===== config.mk =====
export PLATFORM = sky130hd
export DESIGN_NAME = uart_rom_loader
export DESIGN_NICKNAME = d
export VERILOG_FILES = /design/src/rtl/uart_rom_loader.sv
export SDC_FILE = /design/constraint.sdc
export NUM_CORES = 1
export LEC_CHECK = 0
export CORE_UTILIZATION = 57
export CTS_CLUSTER_SIZE = 10
export DETAILED_ROUTE_END_ITERATION = 7
export HOLD_SLACK_MARGIN = 0.03
export PLACE_DENSITY = 0.89
export SLEW_MARGIN = 0
export SYNTH_ARGS = -nofsm -noshare
export SYNTH_HDL_FRONTEND = slang
export SYNTH_SLANG_ARGS = --single-unit
export TNS_END_PERCENT = 1

===== constraint.sdc =====
create_clock -name clk -period 2.9 [get_ports clk]
set_clock_uncertainty 0.05 [all_clocks]
set_input_delay 0.29 -clock clk [delete_from_list [all_inputs] [get_ports clk]]
set_output_delay 0.29 -clock clk [all_outputs]
set_load 0.005 [all_outputs]

===== src/rtl/uart_rom_loader.sv =====
`default_nettype none
// ============================================================================
//  Module      : uart_rom_loader
//  Description : Receives a program image over a UART RX line, assembles
//                little-endian 32-bit words and writes them into the
//                instruction ROM. The CPU is held in reset while a download
//                is in progress. The hold is released only after the image
//                checksum has been verified.
//
//  Frame format (bytes on the wire):
//      0xA5, N[7:0], N[15:8], N*4 data bytes, checksum (sum of data mod 256)
//
//  Ports:
//      clk         in   1   system clock
//      rst         in   1   synchronous, active-high reset
//      uart_rx_i   in   1   asynchronous serial input, idle high
//      rom_we_o    out  1   one-cycle ROM write strobe per word
//      rom_addr_o  out  32  ROM byte address, BASE_ADDR + 4*word_index
//      rom_data_o  out  32  ROM write data
//      cpu_hold_o  out  1   1 = keep CPU in reset
//      done_o      out  1   one-cycle pulse on a successful load
//      err_o       out  1   sticky error flag
//
//  Optional build macro:
//      UART_ROM_LOADER_TIMEOUT_EN - abort a load when the gap between two
//      received bytes reaches TIMEOUT_CYCLES clock cycles.
//
//  BASE_ADDR must be 4-byte aligned.
//
//  Revision    : 1.0 - initial release
// ============================================================================
module uart_rom_loader #(
    parameter int unsigned CLK_FREQ       = 50000000,
    parameter int unsigned BAUD           = 115200,
    parameter logic [31:0] BASE_ADDR      = 32'h0000_0000,
    parameter int unsigned MAX_WORDS      = 4096,
    parameter bit          HOLD_AT_RESET  = 1'b0,
    parameter int unsigned TIMEOUT_CYCLES = 5000000
) (
    input  logic        clk,
    input  logic        rst,
    input  logic        uart_rx_i,
    output logic        rom_we_o,
    output logic [31:0] rom_addr_o,
    output logic [31:0] rom_data_o,
    output logic        cpu_hold_o,
    output logic        done_o,
    output logic        err_o
);

    localparam int unsigned c_CLKS_PER_BIT = CLK_FREQ / BAUD;
    localparam int unsigned c_HALF_BIT     = c_CLKS_PER_BIT / 2;
    localparam int unsigned c_CNT_W        = $clog2(c_CLKS_PER_BIT + 1);
    localparam logic [c_CNT_W-1:0] c_BIT_LAST  = c_CNT_W'(c_CLKS_PER_BIT - 1);
    localparam logic [c_CNT_W-1:0] c_HALF_LAST = c_CNT_W'(c_HALF_BIT - 1);
    localparam logic [7:0]         c_SYNC_BYTE = 8'hA5;

    // ------------------------------------------------------------------
    // RX synchronizer and edge detect
    // ------------------------------------------------------------------
    logic r_rx_meta;
    logic r_rx_sync;
    logic r_rx_prev;

    always_ff @(posedge clk) begin
        if (rst) begin
            r_rx_meta <= 1'b1;
            r_rx_sync <= 1'b1;
            r_rx_prev <= 1'b1;
        end else begin
            r_rx_meta <= uart_rx_i;
            r_rx_sync <= r_rx_meta;
            r_rx_prev <= r_rx_sync;
        end
    end

    // ------------------------------------------------------------------
    // UART receiver
    // ------------------------------------------------------------------
    typedef enum logic [1:0] {
        R_IDLE  = 2'd0,
        R_START = 2'd1,
        R_DATA  = 2'd2,
        R_STOP  = 2'd3
    } rx_state_t;

    rx_state_t          r_rx_state;
    logic [c_CNT_W-1:0] r_bit_cnt;
    logic [2:0]         r_bit_idx;
    logic [7:0]         r_shift;
    logic [7:0]         r_byte;
    logic               r_byte_valid;
    logic               r_framing_err;

    always_ff @(posedge clk) begin
        if (rst) begin
            r_rx_state    <= R_IDLE;
            r_bit_cnt     <= '0;
            r_bit_idx     <= '0;
            r_shift       <= '0;
            r_byte        <= '0;
            r_byte_valid  <= 1'b0;
            r_framing_err <= 1'b0;
        end else begin
            r_byte_valid  <= 1'b0;
            r_framing_err <= 1'b0;
            case (r_rx_state)
                R_IDLE: begin
                    r_bit_cnt <= '0;
                    // Edge detect (not level) so a line held low after a
                    // bad stop bit does not look like a new start bit.
                    if (r_rx_prev && !r_rx_sync) begin
                        r_rx_state <= R_START;
                    end
                end
                R_START: begin
                    if (r_bit_cnt == c_HALF_LAST) begin
                        r_bit_cnt <= '0;
                        r_bit_idx <= '0;
                        // Line back high at mid start bit: glitch, drop it.
                        r_rx_state <= r_rx_sync ? R_IDLE : R_DATA;
                    end else begin
                        r_bit_cnt <= r_bit_cnt + 1'b1;
                    end
                end
                R_DATA: begin
                    if (r_bit_cnt == c_BIT_LAST) begin
                        r_bit_cnt <= '0;
                        r_shift   <= {r_rx_sync, r_shift[7:1]};
                        r_bit_idx <= r_bit_idx + 1'b1;
                        if (r_bit_idx == 3'd7) begin
                            r_rx_state <= R_STOP;
                        end
                    end else begin
                        r_bit_cnt <= r_bit_cnt + 1'b1;
                    end
                end
                R_STOP: begin
                    if (r_bit_cnt == c_BIT_LAST) begin
                        r_bit_cnt <= '0;
                        if (r_rx_sync) begin
                            r_byte       <= r_shift;
                            r_byte_valid <= 1'b1;
                        end else begin
                            r_framing_err <= 1'b1;
                        end
                        r_rx_state <= R_IDLE;
                    end else begin
                        r_bit_cnt <= r_bit_cnt + 1'b1;
                    end
                end
                default: r_rx_state <= R_IDLE;
            endcase
        end
    end

    // ------------------------------------------------------------------
    // Loader
    // ------------------------------------------------------------------
    typedef enum logic [2:0] {
        L_IDLE = 3'd0,
        L_LEN0 = 3'd1,
        L_LEN1 = 3'd2,
        L_DATA = 3'd3,
        L_CSUM = 3'd4
    } ld_state_t;

    ld_state_t   r_ld_state;
    logic [15:0] r_len;
    logic [15:0] r_word_index;
    logic [7:0]  r_csum;
    logic [23:0] r_word_buf;   // bytes 0..2; byte 3 goes straight to the ROM
    logic [1:0]  r_lane;
    logic        w_timeout;
    logic [15:0] w_len;

    assign w_len = {r_byte, r_len[7:0]};

`ifdef UART_ROM_LOADER_TIMEOUT_EN
    logic [31:0] r_gap_cnt;

    // The byte_valid cycle itself counts as gap cycle 0, so the counter is
    // loaded with 1 for the following cycle. The abort then becomes visible
    // on err_o exactly TIMEOUT_CYCLES cycles after the last byte.
    always_ff @(posedge clk) begin
        if (rst) begin
            r_gap_cnt <= '0;
        end else if (r_byte_valid || r_ld_state == L_IDLE) begin
            r_gap_cnt <= 32'd1;
        end else begin
            r_gap_cnt <= r_gap_cnt + 32'd1;
        end
    end

    assign w_timeout = (r_ld_state != L_IDLE) && !r_byte_valid &&
                       (r_gap_cnt >= TIMEOUT_CYCLES - 1);
`else
    assign w_timeout = 1'b0;
`endif

    always_ff @(posedge clk) begin
        if (rst) begin
            r_ld_state   <= L_IDLE;
            rom_we_o     <= 1'b0;
            rom_addr_o   <= BASE_ADDR;
            rom_data_o   <= '0;
            cpu_hold_o   <= HOLD_AT_RESET;
            done_o       <= 1'b0;
            err_o        <= 1'b0;
            r_len        <= '0;
            r_word_index <= '0;
            r_csum       <= '0;
            r_word_buf   <= '0;
            r_lane       <= '0;
        end else begin
            rom_we_o <= 1'b0;
            done_o   <= 1'b0;
            if (r_framing_err && r_ld_state != L_IDLE) begin
                err_o      <= 1'b1;
                r_ld_state <= L_IDLE;
            end else if (w_timeout) begin
                err_o      <= 1'b1;
                r_ld_state <= L_IDLE;
            end else if (r_byte_valid) begin
                case (r_ld_state)
                    L_IDLE: begin
                        if (r_byte == c_SYNC_BYTE) begin
                            cpu_hold_o   <= 1'b1;
                            err_o        <= 1'b0;
                            r_word_index <= '0;
                            r_csum       <= '0;
                            r_lane       <= '0;
                            r_ld_state   <= L_LEN0;
                        end
                    end
                    L_LEN0: begin
                        r_len[7:0] <= r_byte;
                        r_ld_state <= L_LEN1;
                    end
                    L_LEN1: begin
                        r_len <= w_len;
                        if (32'(w_len) > MAX_WORDS) begin
                            err_o      <= 1'b1;
                            r_ld_state <= L_IDLE;
                        end else if (w_len == 16'd0) begin
                            r_ld_state <= L_CSUM;
                        end else begin
                            r_ld_state <= L_DATA;
                        end
                    end
                    L_DATA: begin
                        r_csum <= r_csum + r_byte;
                        r_lane <= r_lane + 2'd1;
                        case (r_lane)
                            2'd0: r_word_buf[7:0]   <= r_byte;
                            2'd1: r_word_buf[15:8]  <= r_byte;
                            2'd2: r_word_buf[23:16] <= r_byte;
                            default: begin
                                rom_we_o     <= 1'b1;
                                rom_addr_o   <= BASE_ADDR + {14'd0, r_word_index, 2'b00};
                                rom_data_o   <= {r_byte, r_word_buf};
                                r_word_index <= r_word_index + 16'd1;
                                if (r_word_index + 16'd1 == r_len) begin
                                    r_ld_state <= L_CSUM;
                                end
                            end
                        endcase
                    end
                    L_CSUM: begin
                        if (r_byte == r_csum) begin
                            done_o     <= 1'b1;
                            cpu_hold_o <= 1'b0;
                        end else begin
                            err_o <= 1'b1;
                        end
                        r_ld_state <= L_IDLE;
                    end
                    default: r_ld_state <= L_IDLE;
                endcase
            end
        end
    end

endmodule
`default_nettype wire


==> summary.md <==
| Metric | Value |
|---|---|
| Number of antenna-violating nets in the routed design | `0` |
| Global-route wire length before repair | `26.3 mm` |
| Worst Reg2Reg Path Length in Cells | `7` |
| Maximum root-to-sink buffer count | `2` |
| Final std cell area, no fill | `8260 um2` |
| Initial antenna violation count | `0` |
| Detailed-route wire length | `16.1 mm` |
| Most frequent cells in the layout | `sky130_fd_sc_hd__dfxtp_1, sky130_fd_sc_hd__nand2_1, sky130_fd_sc_hd__a21oi_1, sky130_fd_sc_hd__nor2_1, sky130_fd_sc_hd__clkdlybuf4s50_1` |
| Count of cell types in the netlist | `66` |
| Data arrival at the endpoint of the critical path | `2.82 ns` |
| Number of stages on the worst hold path | `2` |
| Power density relative to cell area | `543 nW/um2` |
| Maximum vdd ir drop | `526 uV` |
| Number of failing hold endpoints at the final stage | `0` |
| Detail Placement HPWL | `10.2 mm` |
| Post-layout utilization of the core | `0.682` |
| Outcome | `finished, final reports clean` |
| Starting density of the core | `0.588` |
| Internal Power | `approximately 0.0036 W` |
| Number of clock buffers inserted by TritonCTS | `17` |
| FFs w/ async S/R, synth | `0` |
| Crit-path max cell delay | `around 0.55 ns` |
| Part of the Yosys area used for sequential elements | `0.439` |
| Sequential share of power | `0.478` |
| Maximum fanout encountered on the critical timing path | `8` |
| Reg-to-reg slack, setup | `0.36 ns` |
| Switching Share | `0.208` |
| Clk Latency, worst-skew pair | `0.43 ns` |
| Slew at the pin with the worst max-slew slack | `0.611 ns` |
| Overall die width | `about 110 um` |
| Number of synthesized flops with an enable pin | `0` |
| Final std cells w/o fill | `1062` |
| Sort of element at the end of the critical path | `register` |
| Vertical extent of the die | `~110 um` |
| Highest Clock Rate | `394 MHz` |
| Row Count | `40` |
| Worst hold path type | `in -> reg` |
| Startpoint type of the worst setup path | `register` |
| Cell leakage power | `2.99 nW` |
| Setup Fix Bufs, Post-CTS | `0` |
| Worst min-delay path startpoint | `rst` |
| Level count of the clock H-tree | `4` |
| # setup viols final | `0` |
| Pre-CTS worst setup slack | `0.384 ns` |
| Clock tree from TritonCTS | `built` |
| Final worst setup slack | `0.364 ns` |
| Weighted congestion reported at the end of routability-driven placement | `around 0.91` |
| Reg2Reg Capture Point | `r_ld_state[0]` |
| Post-synthesis cell count | `858` |
| Period utilization | `0.874` |
| Combinational Power Share | `0.011` |
| Min-Delay Endpoint | `r_rx_state[0]` |
| Critical path type | `reg -> reg` |
| Routed via count | `6102` |
| # clock sinks | `around 160` |
| Pin count of the biggest net entering global routing | `61` |
| Placed standard-cell area | `roughly 7600 um2` |
| Unrepaired setup endpoints after global routing | `no` |
| First-pass detailed-route iteration total | `5` |
| Synth Flop Type | `sky130_fd_sc_hd__dfxtp_1` |
| DRT iter0 DRCs | `574` |
| Clock transition at path regs | `0.06 ns` |
| Post-Syn Area | `7120 um2` |
| Worst reg2reg path startpoint | `r_word_index[0]` |
| Mean area per synthesized cell | `about 8.3 um2` |
| DRC | `0` |
| Number of synthesized register bits | `around 160` |
| Critical path data required time | `3.18 ns` |
| Total placed cells including tap cells | `1030` |
| Number of top-level design ports | `71` |
| Headroom to the max-slew limit | `0.592` |
| Clock tree root buffer cell | `sky130_fd_sc_hd__clkbuf_16` |
| Summed negative setup slack over all endpoints | `0 ns` |
| Vias in the first global route | `5494` |
| Global-route usage over all layers | `0.255` |
| Total Nets Final | `902` |
| IO buf count | `54` |
| Ordered cell list for the critical path | `ha_1, nand3_1, or4_4, o32a_1, nand4b_1, nor4_2, o41ai_2` |
| Most common cell after layout, fill and taps aside | `sky130_fd_sc_hd__dfxtp_1` |
| Post-cts sizing count | `0` |
| Fraction of layout instances using a drive strength above 1 | `0.0727` |
| DR vias/cell | `5.75` |
| Total die area | `12900 um2` |
| Count of maximum capacitance violations | `0` |
| Count of synthesis-stage warnings from yosys | `0` |
| Max-slew violations | `0` |
| Post-detailed-route wirelength per cell | `15.1 um` |
| Number of antenna cells inserted | `0` |
| Core area | `approximately 12000 um2` |
| Switching power of the nets | `about 0.00093 W` |
| Crit-path slowest cell | `sky130_fd_sc_hd__or4_4` |
| Clock Power Share | `0.511` |
| P&R area growth vs syn | `16.1%` |
| Total gr overflow | `0` |
| Hold-fix buffer count after cts | `0` |
| Shortest period the worst path allows | `2.54 ns` |
==> kinds of logic (layout without fill, tap and decap cells) <==
group / count (synthesis) / count (layout) / share of synthesized area
AOI/OAI and AO/OA: 175 / 175 / 0.148
xor gates and xnor gates: 33 / 33 / 0.0406
adders and majority gates: 18 / 18 / 0.0327
buffers and inverters: 92 / 113 / 0.0620
DFF: 156 / 156 / 0.439
muxes: 33 / 33 / 0.0466
other: 1 / 16 / 0.000527
and+or+nand+nor: 350 / 350 / 0.231
==> worst max path at each step <==
stage                         start       endpoint  slack [ns]  depth (start not counted)
CTS                 r_word_index[0]  r_ld_state[0]        0.38                          7
floorplan           r_word_index[0]  r_ld_state[0]        0.66                          7
global placement    r_word_index[0]  r_ld_state[0]        0.51                          7
finish              r_word_index[0]  r_ld_state[0]        0.36                          7
global route        r_word_index[0]  r_ld_state[1]        0.17                          7
detailed placement  r_word_index[0]  r_ld_state[1]        0.38                          7
==> state kept, by name (all words and copies together), names as in the netlist, 3 cells and up, named ones only <==
register,cells
rom_data_o,32
r_ld_state,3
r_bit_cnt,9
r_csum,8
r_word_buf,24
rom_addr_o,16
r_len,16
r_word_index,16
r_shift,8
r_byte,8
r_bit_idx,3
==> area by class of cell <==
class                           instances  area, um2
Multi-Input combinational cell        625       3620
Timing Repair Buffer                   68        643
Tap cell                              168        210
Clock buffer                           20        457
Fill cell                             923       3850
Inverter                               13       48.8
Clock inverter                         12        160
Sequential cell                       156       3120
==> synth_stat cells (all sizes together), types with 2 or more instances <==
library cell	n	share of area
a2111oi	3	0.0046
a211oi	4	0.0042
a21o	6	0.0063
a21oi	104	0.075
a22oi	9	0.0095
a31oi	5	0.0044
and2	4	0.0035
and3	6	0.0053
and4	2	0.0025
buf	33	0.031
clkbuf	46	0.024
dfxtp	156	0.44
ha	17	0.030
inv	13	0.0069
mux2i	32	0.045
nand2	147	0.077
nand2b	2	0.0018
nand3	42	0.032
nand3b	7	0.0074
nand4	11	0.011
nand4b	4	0.0049
nor2	78	0.041
nor2b	5	0.0044
nor3	15	0.011
nor4	9	0.011
nor4b	2	0.0025
o2111ai	5	0.0070
o211ai	4	0.0042
o21ai	19	0.013
o31ai	4	0.0042
o41ai	2	0.0035
or2	5	0.0044
or3	4	0.0035
or4	4	0.0047
xnor2	15	0.018
xor2	18	0.022
==> per-layer routing <==
metal | global-route usage | vias up | part of all wire
li1 | - | 2985 | -
met2 | 0.416 | 192 | 0.47
met5 | 0 | - | 0
met3 | 0.0515 | 34 | 0.051
met1 | 0.328 | 2891 | 0.46
met4 | 0.111 | 0 | 0.020
==> stage by stage <==
stage	total power [W]	hold WS [ns]
after global routing	0.00462	0.323
final	0.00449	0.294
after global placement	0.00224	0.343
after CTS	0.00451	0.294
after floorplan	0.00225	0.339
after detailed placement	0.00224	0.350
==> power groups by stage <==
stage / Combinational, W / Clock [W] / Sequential (W)
CTS: 0.0000488 / 0.00231 / 0.00215
detailed placement: 0.0000489 / 0 / 0.00220
floorplan: 0.0000554 / 0 / 0.00219
global route: 0.0000553 / 0.00242 / 0.00215
global placement: 0.0000485 / 0 / 0.00220
finish: 0.0000498 / 0.00229 / 0.00215
==> critical path, delay by kind of cell (launching register included) <==
kind                     cells  cell delay (ns)
AO/OA/AOI/OAI                2             0.61
adder cells (fa/ha/maj)      1             0.34
flip-flops                   1             0.49
AND/OR/NAND/NOR              4             0.95
(Power assumes the default switching activity.)
